$ cat src/rtl/usb_ctrl_pkg.sv
// Shared constants and helpers for the USB game-controller front end.
// Used by button_conditioner and usb_controller alike.
package usb_ctrl_pkg;

    localparam int NUM_BTN                 = 8;
    localparam int DEBOUNCE_CYCLES_DEFAULT = 4;

    localparam int BTN_L = 0;
    localparam int BTN_R = 1;
    localparam int BTN_U = 2;
    localparam int BTN_D = 3;
    localparam int BTN_A = 4;
    localparam int BTN_B = 5;
    localparam int BTN_X = 6;
    localparam int BTN_Y = 7;

    typedef enum logic {
        MODE_PARALLEL = 1'b0,
        MODE_SERIAL   = 1'b1
    } mode_e;

    // A pad reporting both opposing directions is treated as neither pressed.
    function automatic logic [NUM_BTN-1:0] mask_opposing(input logic [NUM_BTN-1:0] btn);
        logic [NUM_BTN-1:0] masked;
        masked = btn;
        if (btn[BTN_L] && btn[BTN_R]) begin
            masked[BTN_L] = 1'b0;
            masked[BTN_R] = 1'b0;
        end
        if (btn[BTN_U] && btn[BTN_D]) begin
            masked[BTN_U] = 1'b0;
            masked[BTN_D] = 1'b0;
        end
        return masked;
    endfunction

endpackage

$ cat src/rtl/debounce_cell.sv
// One input channel: 2-flop synchronizer, stability counter and stable register.
// stable_next exposes the value the stable register takes on the coming edge.
module debounce_cell
    import usb_ctrl_pkg::*;
#(
    parameter int DEBOUNCE_CYCLES = DEBOUNCE_CYCLES_DEFAULT
) (
    input  logic clk,
    input  logic reset,
    input  logic raw,
    output logic stable,
    output logic stable_next
);

    localparam int CNT_W = $clog2(DEBOUNCE_CYCLES + 1);
    localparam logic [CNT_W-1:0] CNT_LAST = CNT_W'(DEBOUNCE_CYCLES - 1);

    logic             sync_meta;
    logic             sync_out;
    logic [CNT_W-1:0] cnt;
    logic [CNT_W-1:0] cnt_next;

    always_ff @(posedge clk or negedge reset) begin
        if (!reset) begin
            sync_meta <= 1'b0;
            sync_out  <= 1'b0;
        end else begin
            sync_meta <= raw;
            sync_out  <= sync_meta;
        end
    end

    // Any sample matching the stable value restarts the count, so short glitches never land.
    always_comb begin
        stable_next = stable;
        cnt_next    = '0;
        if (sync_out != stable) begin
            if (cnt == CNT_LAST) begin
                stable_next = sync_out;
            end else begin
                cnt_next = cnt + CNT_W'(1);
            end
        end
    end

    always_ff @(posedge clk or negedge reset) begin
        if (!reset) begin
            stable <= 1'b0;
            cnt    <= '0;
        end else begin
            stable <= stable_next;
            cnt    <= cnt_next;
        end
    end

endmodule

$ cat src/rtl/button_conditioner.sv
// Debounces the eight pad buttons and the mode switch, masks opposing directions,
// generates press pulses and holds mode changes until no button is active.
module button_conditioner
    import usb_ctrl_pkg::*;
#(
    parameter int DEBOUNCE_CYCLES = DEBOUNCE_CYCLES_DEFAULT
) (
    input  logic               clk,
    input  logic               reset,
    input  logic [NUM_BTN-1:0] btn_raw,
    input  logic               mode_raw,
    output logic               L,
    output logic               R,
    output logic               U,
    output logic               D,
    output logic               A,
    output logic               B,
    output logic               X,
    output logic               Y,
    output logic               mode,
    output logic [NUM_BTN-1:0] press_pulse,
    output logic               active
);

    logic [NUM_BTN-1:0] btn_stable;
    logic [NUM_BTN-1:0] btn_stable_next;
    logic [NUM_BTN-1:0] btn_masked;
    logic [NUM_BTN-1:0] btn_masked_next;
    logic               mode_stable;
    logic               mode_next_unused;
    mode_e              mode_q;

    for (genvar i = 0; i < NUM_BTN; i++) begin : g_btn
        debounce_cell #(
            .DEBOUNCE_CYCLES(DEBOUNCE_CYCLES)
        ) u_cell (
            .clk        (clk),
            .reset      (reset),
            .raw        (btn_raw[i]),
            .stable     (btn_stable[i]),
            .stable_next(btn_stable_next[i])
        );
    end

    debounce_cell #(
        .DEBOUNCE_CYCLES(DEBOUNCE_CYCLES)
    ) u_mode_cell (
        .clk        (clk),
        .reset      (reset),
        .raw        (mode_raw),
        .stable     (mode_stable),
        .stable_next(mode_next_unused)
    );

    assign btn_masked      = mask_opposing(btn_stable);
    assign btn_masked_next = mask_opposing(btn_stable_next);

    assign L      = btn_masked[BTN_L];
    assign R      = btn_masked[BTN_R];
    assign U      = btn_masked[BTN_U];
    assign D      = btn_masked[BTN_D];
    assign A      = btn_masked[BTN_A];
    assign B      = btn_masked[BTN_B];
    assign X      = btn_masked[BTN_X];
    assign Y      = btn_masked[BTN_Y];
    assign active = |btn_masked;
    assign mode   = mode_q;

    // Looking one edge ahead lets the pulse coincide with the rising masked output.
    always_ff @(posedge clk or negedge reset) begin
        if (!reset) begin
            press_pulse <= '0;
        end else begin
            press_pulse <= btn_masked_next & ~btn_masked;
        end
    end

    // A debounced mode change stays pending while any button is held.
    always_ff @(posedge clk or negedge reset) begin
        if (!reset) begin
            mode_q <= MODE_PARALLEL;
        end else if (!active) begin
            mode_q <= mode_e'(mode_stable);
        end
    end

endmodule

$ cat config.mk
export PLATFORM = sky130hd
export DESIGN_NAME = button_conditioner
export DESIGN_NICKNAME = d
export VERILOG_FILES = /design/src/rtl/usb_ctrl_pkg.sv /design/src/rtl/debounce_cell.sv /design/src/rtl/button_conditioner.sv
export SDC_FILE = /design/constraint.sdc
export NUM_CORES = 1
export LEC_CHECK = 0
export ABC_CLOCK_PERIOD_IN_PS = 1900
export BUFFER_PORTS_ARGS = -buffer_cell sky130_fd_sc_hd__buf_2
export CAP_MARGIN = 20
export CELL_PAD_IN_SITES_DETAIL_PLACEMENT = 1
export CELL_PAD_IN_SITES_GLOBAL_PLACEMENT = 2
export CORE_UTILIZATION = 37
export DETAILED_ROUTE_END_ITERATION = 16
export PLACE_DENSITY = 0.84
export SLEW_MARGIN = 20
export SYNTH_ARGS = -nofsm -noshare
export SYNTH_HDL_FRONTEND = slang
export SYNTH_HIERARCHICAL = 1
export SYNTH_SLANG_ARGS = --single-unit
$ cat constraint.sdc
create_clock -name clk -period 1.9 [get_ports clk]
set_clock_uncertainty 0.1 [all_clocks]
set_input_delay 0.38 -clock clk [delete_from_list [all_inputs] [get_ports clk]]
set_output_delay 0.38 -clock clk [all_outputs]
set_load 0.01 [all_outputs]
==> Flow_metrics.wiki <==
{| class="wikitable"
! Metric !! Value
|-
| Outcome || complete, but fails checks
|-
| Violated checks || setup timing
|-
| DRC Markers || 0
|-
| TritonCTS clock tree || done
|-
| Maximum vdd drop || 0.000515 V
|-
| Net count of the mapped netlist || 162
|-
| # clock sinks || 63
|-
| Placed instance count || 250
|-
| Classification of the worst-slack hold path || primary input to register
|-
| Wire length on met3 || 115 µm
|-
| Post-detail-place hpwl || 2.88 mm
|-
| Leak || 0.00132 µW
|-
| Layout Cells excl Fill || 267
|-
| Post-synthesis sequential area ratio || 68.6%
|-
| Count of pins over their slew limit || 0
|-
| Final design area excluding fillers || 0.00281 mm²
|-
| Number of flops mapped to enable cells by yosys || 0
|-
| Share of the synthesized area in compound gates (AO/OA/AOI/OAI) || 0%
|-
| Worst setup SP type || register
|-
| Post-Synth Adder-Cell Area || 4.90%
|-
| Top routing layer in use || met4
|-
| Overall die area || 0.00653 mm²
|-
| IO Port Bufs || 28
|-
| Via count || 1265
|-
| Portion of the clock cycle consumed by the worst path in the final layout || 122%
|-
| Overflow left after global routing || 0
|-
| Vias in the first global route || 1505
|-
| Residual antenna-violating net count after detailed routing || 0
|-
| Cell type with the largest total area after synthesis || dfrtp_1
|-
| DR vias/cell || 4.74
|-
| Horizontal extent of the die || 80.8 µm
|-
| Violation count after the first detailed-routing iteration || 38
|-
| Die Ht || 80.8 µm
|-
| Clock H-tree levels || 3
|-
| Reg clk slew, reported paths || 0.07 ns
|-
| Post-placement setup slack || -0.0803 ns
|-
| Slew headroom || 77.8%
|-
| Yosys warning count || 6
|-
| Combined area of the multi-input logic cells || 722 µm²
|-
| Post-synthesis simple-gate area fraction || 17.6%
|-
| XOR/XNOR share of the synthesized area || 3.81%
|-
| Routed length on met1 || 1.59 mm
|-
| Routed WL per cell || 15.6 µm
|-
| Worst Reg2Reg Path Length in Cells || 3
|-
| Combinational family with the most area after synthesis || simple AND/OR/NAND/NOR gates
|-
| Power per standard cell area || 1540 mW/mm²
|-
| Core region area || 0.00596 mm²
|-
| Initial core utilization || 38.6%
|-
| Most repeated cell in the gate-level netlist after synthesis || dfrtp_1
|-
| Total wire length after detailed routing || 4.16 mm
|-
| Total I/O pin count || 29
|-
| Fraction of layout instances using a drive strength above 1 || 35.9%
|-
| Standard-cell rows || 28
|-
| Clock root cell || clkbuf_8
|-
| Buffer levels on the longest clock path || 2
|-
| Number of instances on the worst hold path || 1
|-
| Post-CTS setup-driven buffer insertion count || 0
|-
| Share of the synthesized area in the top cell type || 68.6%
|-
| Number of maximum-capacitance constraint violations || 0
|-
| Pin slew with the least headroom to its limit || 0.334 ns
|-
| Net count of the finished layout || 207
|-
| Sequential cell area || 0.00158 mm²
|-
| Post-route worst hold slack || 0.0536 ns
|-
| Wire length on met2 || 2.39 mm
|-
| Sort of element at the end of the critical path || primary output
|-
| Post-route minimum period || 2.32 ns
|-
| First-pass DRT Iterations || 4
|-
| Post-synth design cell area || 0.00230 mm²
|-
| Layout area overhead || 22.2%
|-
| Insertion delay to the later sink of the worst-skew pair || 0.33 ns
|-
| Setup TNS || -0.416 ns
|-
| Type of the worst setup path || register to primary output
|-
| Total of fill cells in the finished design || 615
|-
| Share of synthesized area spent on multiplexers || 5.06%
|-
| Average size of a mapped cell || 16.2 µm²
|-
| Critical path peak fanout || 2
|-
| Setup repair after global routing missed its margin || true
|-
| Library cells used by synthesis || 13
|-
| Num CTS Buffers || 9
|-
| Antenna violations before repair || 0
|-
| Worst path setup slack after routing || -0.416 ns
|-
| Endpoints failing setup || 1
|-
| Antenna cell count || 0
|-
| Critical path data arrival time || 1.84 ns
|-
| Global-route wire length before repair || 7.04 mm
|-
| Flip-flop and latch count after synthesis || 63
|-
| Required arrival time at the worst endpoint || 1.42 ns
|-
| Final hold viol count || 0
|-
| Maximum number of pins on one net before global-route repair || 64
|-
| Most used standard cells in the synthesized netlist || 63 x dfrtp_1, 22 x nor3b_1
|-
| Placed instance area || 0.00258 mm²
|-
| Share of synthesized flip-flops with an asynchronous set or reset || 100%
|-
| Final weighted congestion in routability-driven placement || 0.695
|-
| Total routing usage reported by global routing || 15.0%
|-
| Most used flip-flop cell after synthesis || dfrtp_1
|-
| Biggest area contributors in the synthesized netlist || dfrtp_1 69%, nor3b_1 7.2%, nor2b_4 5.4%
|-
| Highest achievable clock rate || 432 MHz
|-
| Cells after synthesis || 142
|}
## kinds of logic (layout without fill, tap and decap cells)
logic type / count (synthesis) / after routing
AND/OR/NAND/NOR: 50 / 50
flip-flops: 63 / 63
buffers and inverters: 0 / 50
adder cells (fa/ha/maj): 9 / 9
XOR/XNOR: 10 / 10
multiplexers: 10 / 10
## area by class of cell
| cell class | count | area share [%] |
|---|---|---|
| timing repair buffer | 34 | 7.35 |
| clock inverter | 3 | 1.43 |
| sequential | 63 | 56.1 |
| multi-input combinational | 79 | 25.7 |
| tap | 75 | 3.34 |
| clock buffer | 13 | 6.02 |
## registers in the layout (all words and copies together) (netlist names)
register and flops:
g_btn.u_cell/cnt 24, g_btn.u_cell/stable 8, g_btn.u_cell/sync_meta 8, g_btn.u_cell/sync_out 8
mode 1, press_pulse 8, u_mode_cell/cnt 3, u_mode_cell/stable 1
u_mode_cell/sync_meta 1, u_mode_cell/sync_out 1
## cell usage in the layout (no fill, tap or decap), drive strengths merged
| master | n |
|---|---|
| mux2 | 10 |
| bufinv | 1 |
| clkbuf | 13 |
| nor3b | 22 |
| buf | 33 |
| xor2 | 1 |
| dlygate4sd3 | 1 |
| dfrtp | 63 |
| nor3 | 9 |
| clkinv | 2 |
| xnor2 | 9 |
| nor2b | 16 |
| ha | 9 |
| and2b | 1 |
| or4 | 2 |
## power breakdown
part	switching [µW]	total, µW	internal (µW)
Sequential	191	1870	1680
Clock	479	1190	710
Combinational	605	1250	649
## worst max-delay path, stage by stage (launching register included)
cell and delay (ns):
dfrtp_1 0.38, or4_1 0.53, or4_4 0.45, buf_6 0.14
## path summary, 6_finish.rpt
check | slack (ns) | start | to
worst max-delay path | -0.42 | g_btn[5].u_cell/stable | active
worst min-delay path | 0.05 | btn_raw[1] | g_btn[1].u_cell/sync_meta
worst max register to register | 0 | g_btn[5].u_cell/stable | mode
worst min register to register | 0.25 | g_btn[2].u_cell/sync_meta | g_btn[2].u_cell/sync_out
max in group asynchronous | 0.92 | reset | press_pulse[0]
min in group asynchronous | 0.50 | reset | press_pulse[5]
## metrics by stage
step | util [%] | power (µW)
3_5_place_dp | 43.4 | 3160
3_3_place_gp | 43.4 | 3020
5_1_grt | 47.1 | 4600
4_1_cts | 47.1 | 4390
6_report | 47.1 | 4310
2_1_floorplan | - | 2650
## per-layer routing
layer / vias to the layer above / global-route usage [%]
met3: 4 / 4.27
met1: 667 / 15.7
met2: 16 / 26.4
li1: 578 / -
met4: 0 / 9.64
met5: - / 0
## timing repair
action | CTS | global route
endpoints found under the hold margin | 63 | 0
gates cloned | 0 | 0
gates resized for setup | 1 | 0
endpoints found under the setup margin | 1 | 2
pin swaps | 0 | 0
hold buffers | 1 | 0
(Power assumes the default switching activity.)
